### src/rtl/dmem_access_unit.sv
// Data-memory access stage: runs one load or store per instruction on a ready/ack bus,
// with lane steering, load extension, alignment faults and a bus timeout.
module dmem_access_unit #(
    parameter int ADDR_WIDTH = 32,
    parameter int TIMEOUT    = 16
) (
    input  logic                  i_clk,
    input  logic                  i_rst_n,
    input  logic [ADDR_WIDTH-1:0] i_alu_result,
    input  logic [31:0]           i_write_data,
    input  logic                  i_mem_read,
    input  logic                  i_mem_write,
    input  logic [1:0]            i_size,
    input  logic                  i_load_unsigned,
    output logic                  o_stall,
    output logic [31:0]           o_load_data,
    output logic                  o_load_valid,
    output logic                  o_misalign,
    output logic                  o_bus_err,
    output logic                  o_bus_req,
    output logic                  o_bus_we,
    output logic [ADDR_WIDTH-1:0] o_bus_addr,
    output logic [31:0]           o_bus_wdata,
    output logic [3:0]            o_bus_be,
    input  logic [31:0]           i_bus_rdata,
    input  logic                  i_bus_ack
);

    // state | meaning
    // IDLE  | waiting for a load/store; faults are decided here
    // BUSY  | bus_req high, waiting for ack or timeout
    // DONE  | one-cycle completion, pulses out, pipeline released
    localparam logic [1:0] S_IDLE = 2'd0;
    localparam logic [1:0] S_BUSY = 2'd1;
    localparam logic [1:0] S_DONE = 2'd2;

    localparam int CW = $clog2(TIMEOUT + 1);
    localparam logic [CW-1:0] CNT_LAST = CW'(TIMEOUT - 1);

    logic [1:0]            r_state;
    logic [CW-1:0]         r_cnt;
    logic                  r_bus_we;
    logic [ADDR_WIDTH-1:0] r_bus_addr;
    logic [31:0]           r_bus_wdata;
    logic [3:0]            r_bus_be;
    logic [1:0]            r_size;
    logic [1:0]            r_lane;
    logic                  r_unsigned;
    logic [31:0]           r_load_data;
    logic                  r_load_valid;
    logic                  r_misalign;
    logic                  r_bus_err;

    logic                  w_access;
    logic                  w_fault;
    logic [3:0]            w_be;
    logic [31:0]           w_wdata;
    logic [7:0]            w_byte;
    logic [15:0]           w_half;
    logic [31:0]           w_ext;

    assign w_access = i_mem_read | i_mem_write;

    always_comb begin
        w_fault = 1'b0;
        w_be    = 4'b0000;
        w_wdata = i_write_data;
        case (i_size)
            2'b00: begin
                w_be    = 4'b0001 << i_alu_result[1:0];
                w_wdata = {4{i_write_data[7:0]}};
            end
            2'b01: begin
                w_fault = i_alu_result[0];
                w_be    = 4'b0011 << {i_alu_result[1], 1'b0};
                w_wdata = {2{i_write_data[15:0]}};
            end
            2'b10: begin
                w_fault = (i_alu_result[1:0] != 2'b00);
                w_be    = 4'b1111;
            end
            default: w_fault = 1'b1;
        endcase
    end

    always_comb begin
        w_byte = i_bus_rdata[7:0];
        case (r_lane)
            2'd0:    w_byte = i_bus_rdata[7:0];
            2'd1:    w_byte = i_bus_rdata[15:8];
            2'd2:    w_byte = i_bus_rdata[23:16];
            default: w_byte = i_bus_rdata[31:24];
        endcase
        w_half = r_lane[1] ? i_bus_rdata[31:16] : i_bus_rdata[15:0];
        case (r_size)
            2'b00:   w_ext = r_unsigned ? {24'd0, w_byte} : {{24{w_byte[7]}}, w_byte};
            2'b01:   w_ext = r_unsigned ? {16'd0, w_half} : {{16{w_half[15]}}, w_half};
            default: w_ext = i_bus_rdata;
        endcase
    end

    // Gated by reset so the pipeline is released the moment reset asserts.
    assign o_stall = i_rst_n & ((r_state == S_BUSY) | ((r_state == S_IDLE) & w_access));

    always_ff @(posedge i_clk or negedge i_rst_n) begin
        if (!i_rst_n) begin
            r_state      <= S_IDLE;
            r_cnt        <= '0;
            r_bus_we     <= 1'b0;
            r_bus_addr   <= '0;
            r_bus_wdata  <= '0;
            r_bus_be     <= '0;
            r_size       <= '0;
            r_lane       <= '0;
            r_unsigned   <= 1'b0;
            r_load_data  <= '0;
            r_load_valid <= 1'b0;
            r_misalign   <= 1'b0;
            r_bus_err    <= 1'b0;
        end else begin
            r_load_valid <= 1'b0;
            r_misalign   <= 1'b0;
            r_bus_err    <= 1'b0;
            case (r_state)
                S_IDLE: begin
                    if (w_access) begin
                        if (w_fault) begin
                            r_misalign <= 1'b1;
                            r_state    <= S_DONE;
                        end else begin
                            r_bus_we    <= i_mem_write;
                            r_bus_addr  <= {i_alu_result[ADDR_WIDTH-1:2], 2'b00};
                            r_bus_be    <= w_be;
                            r_bus_wdata <= w_wdata;
                            r_size      <= i_size;
                            r_lane      <= i_alu_result[1:0];
                            r_unsigned  <= i_load_unsigned;
                            r_cnt       <= '0;
                            r_state     <= S_BUSY;
                        end
                    end
                end
                S_BUSY: begin
                    // Ack in the final counted cycle still completes the access.
                    if (i_bus_ack) begin
                        if (!r_bus_we) begin
                            r_load_data  <= w_ext;
                            r_load_valid <= 1'b1;
                        end
                        r_state <= S_DONE;
                    end else if (r_cnt == CNT_LAST) begin
                        if (!r_bus_we) begin
                            r_load_data <= '0;
                        end
                        r_bus_err <= 1'b1;
                        r_state   <= S_DONE;
                    end else begin
                        r_cnt <= r_cnt + CW'(1);
                    end
                end
                S_DONE:  r_state <= S_IDLE;
                default: r_state <= S_IDLE;
            endcase
        end
    end

    assign o_bus_req    = (r_state == S_BUSY);
    assign o_bus_we     = r_bus_we;
    assign o_bus_addr   = r_bus_addr;
    assign o_bus_wdata  = r_bus_wdata;
    assign o_bus_be     = r_bus_be;
    assign o_load_data  = r_load_data;
    assign o_load_valid = r_load_valid;
    assign o_misalign   = r_misalign;
    assign o_bus_err    = r_bus_err;

endmodule
### config.mk
export PLATFORM = sky130hd
export DESIGN_NAME = dmem_access_unit
export DESIGN_NICKNAME = d
export VERILOG_FILES = /design/src/rtl/dmem_access_unit.sv
export SDC_FILE = /design/constraint.sdc
export NUM_CORES = 1
export LEC_CHECK = 0
export ABC_CLOCK_PERIOD_IN_PS = 5050
export CORE_ASPECT_RATIO = 0.5
export CORE_MARGIN = 2
export CORE_UTILIZATION = 49
export CTS_BUF_LIST = sky130_fd_sc_hd__clkbuf_8
export DETAILED_ROUTE_END_ITERATION = 10
export GPL_TIMING_DRIVEN = 1
export HOLD_SLACK_MARGIN = 0.1
export PLACE_DENSITY = 0.95
export SLEW_MARGIN = 10
export SYNTH_ARGS = -nofsm -noshare
export SYNTH_HDL_FRONTEND = slang
export SYNTH_SLANG_ARGS = --single-unit
### constraint.sdc
create_clock -name i_clk -period 5.05 [get_ports i_clk]
set_input_delay 1.01 -clock i_clk [delete_from_list [all_inputs] [get_ports i_clk]]
set_output_delay 1.01 -clock i_clk [all_outputs]
set_load 0.1 [all_outputs]
==> results.sh <==
export IMPL_status="complete, no violations"
export IMPL_tritoncts="done"
export IMPL_place_detailed_hpwl_um=10660
export IMPL_postSynthAreaPerCell_um2=11.26
export IMPL_layout_common_cells="clkdlybuf4s50_1 (205), dfrtp_1 (114), nand2_1 (56)"
export IMPL_reg2reg_depth=6
export IMPL_core_area_mm2=0.01038
export IMPL_drtIter0Drc=247
export IMPL_period_needed_ns=3.533
export IMPL_overflow=0
export IMPL_min_path_type="register to register"
export IMPL_regToRegSetupSlack_ns=2.58
export IMPL_insertion_delay_ns=0.43
export IMPL_grt_total_usage_pct=26.91
export IMPL_globalplace_congestion=0.8196
export IMPL_die_x_um=151.3
export IMPL_cp_start_kind="primary input"
export IMPL_post_dp_cell_area_mm2=0.007397
export IMPL_worstMarginPinSlew_ns=1.123
export IMPL_ys_ff_latch=114
export IMPL_hold_buffers=0
export IMPL_rsz0062_at_grt="false"
export IMPL_via_count=4585
export IMPL_initial_core_util_pct=51.19
export IMPL_fmax_mhz=283.0
export IMPL_drive_above_1_share_pct=13.42
export IMPL_clock_sinks=114
export IMPL_antenna_found_initial=0
export IMPL_dieArea_mm2=0.01174
export IMPL_syn_to_final_growth_pct=47.55
export IMPL_critPathMaxFanout=6
export IMPL_worstHoldStart="o_bus_wdata[19]"
export IMPL_critPathKind="primary input to output pin"
export IMPL_ant_nets=0
export IMPL_synth_edf_count=0
export IMPL_vias_per_cell=5.605
export IMPL_final_hold_viol_count=0
export IMPL_max_cap_viol_count=0
export IMPL_wl_per_cell_um=18.61
export IMPL_layout_commonest_cell="clkdlybuf4s50_1"
export IMPL_async_flop_share_pct=100.0
export IMPL_final_area_mm2=0.007839
export IMPL_endpoint_kind="output pin"
export IMPL_clock_skew_ns=0.01271
export IMPL_crit_required_ns=4.04
export IMPL_finalCritPeriodShare_pct=69.97
export IMPL_cp_arrival_ns=2.52
export IMPL_port_buffers=207
export IMPL_io_pins=210
export IMPL_die_y_um=77.63
export IMPL_hold_end="o_bus_wdata[19]"
export IMPL_tns_ns=0
export IMPL_clk_pin_slew_ns=0.07
export IMPL_grt_max_degree=78
export IMPL_setup_violations=0
export IMPL_cts_buffers=17
export IMPL_clock_path_buffers=2
export IMPL_wl_um=15220
export IMPL_num_rows=26
export IMPL_yosys_most_used_dff="dfrtp_1"
export IMPL_grt_first_pass_wirelength_um=24290
export IMPL_r2r_end="o_load_data[29]"
export IMPL_cts_setup_buffers=0
export IMPL_timing_rr_start="r_cnt[0]"
export IMPL_grt_pass1_vias=4739
export IMPL_fillers=648
export IMPL_synthesis_area_mm2=0.005313
export IMPL_ctsResizeCount=0
export IMPL_synth_cells=472
export IMPL_drc=0
export IMPL_layout_nets=771
export IMPL_yosysUniqueCellTypes=49
export IMPL_holdPathStages=2
export IMPL_drv_slew=0
export IMPL_relSlewSlack_pct=25.11
export IMPL_htree_levels=4
export IMPL_drt_first_pass_iters=4
export IMPL_yosys_warnings=0
export IMPL_antenna_cells=0
export IMPL_ys_seq_area_share_pct=53.70
export IMPL_root_buffer="clkbuf_8"
## through the flow
stage	hold slack, ns	utilization, %	cells	setup WS (ns)
final	0.4807	75.54	818	1.517
after global routing	0.5148	75.54	818	1.447
after CTS	0.4869	75.54	818	1.524
after detailed placement	0.4699	71.28	786	1.537
after global placement	0.4622	71.28	786	1.684
after floorplan	0.4688	-	473	0.6431
## worst max path at each step
stage                     start       to  slack [ns]  depth (start not counted)
floorplan           i_mem_write  o_stall        0.64                          2
global placement    i_mem_write  o_stall        1.68                          4
detailed placement  i_mem_write  o_stall        1.54                          4
CTS                 i_mem_write  o_stall        1.52                          4
global route        i_mem_write  o_stall        1.45                          4
finish              i_mem_write  o_stall        1.52                          4
## worst max-delay path: stages
cell and delay (ns):
clkdlybuf4s50_1 0.50, o21ai_0 0.53, a21boi_0 0.21, buf_4 0.27
## synthesized netlist by cell type (all sizes together) (2+ instances only)
| cell | instances | area (um^2) |
|---|---|---|
| clkbuf | 14 | 52.55 |
| mux2i | 31 | 310.3 |
| nor3 | 12 | 65.06 |
| mux2 | 45 | 506.7 |
| inv | 7 | 26.28 |
| buf | 25 | 157.7 |
| o311ai | 3 | 26.28 |
| nor2b | 9 | 56.30 |
| o22ai | 2 | 12.51 |
| nor3b | 3 | 27.52 |
| nor2 | 14 | 52.55 |
| a21oi | 15 | 75.07 |
| a22o | 3 | 26.28 |
| ha | 2 | 25.02 |
| a311o | 6 | 60.06 |
| o21ai | 55 | 275.3 |
| nand3b | 7 | 52.55 |
| a221oi | 3 | 43.80 |
| nand3 | 6 | 30.03 |
| nand2 | 56 | 210.2 |
| a221o | 16 | 160.2 |
| nand2b | 7 | 51.30 |
| dfrtp | 114 | 2853 |
## cells by family after synthesis
logic type | Yosys count | synth area share (%)
buffers and inverters | 46 | 4.451
XOR/XNOR | 2 | 0.3298
AO/OA/AOI/OAI | 110 | 13.99
flip-flops | 114 | 53.70
AND/OR/NAND/NOR | 120 | 11.19
other | 1 | 0.07059
multiplexers | 77 | 15.80
adder cells (fa/ha/maj) | 2 | 0.4710
## layout make-up
cell class	instances	area, um^2	area share (%)
multi-input cells	313	2238	28.56
clock inverters	15	207.7	2.650
inverters	7	26.28	0.3352
repair buffers	212	2105	26.85
clock buffers	17	234.0	2.985
flip-flops and latches	114	2853	36.39
well taps	140	175.2	2.235
## layer usage
metal  vias to the layer above  track usage, %  share of wire [%]
met5                         -               0                  0
met4                         0           10.84                2.6
met3                        43           7.588                7.5
met2                       198           46.88                 51
met1                      2259           31.46                 39
li1                       2085               -                  -
## sequential cells by signal (all words and copies together), names as in the netlist
register and count:
r_unsigned 1, o_bus_be 4, r_state 2, o_load_data 32, r_cnt 5, r_lane 2, o_bus_err 1, o_bus_wdata 32
r_size 2, o_bus_addr 30, o_bus_we 1, o_load_valid 1, o_misalign 1
Power is left out: the tool's default activity adds up to more than one toggle a clock period on the data nets, which glitch-free logic cannot reach.
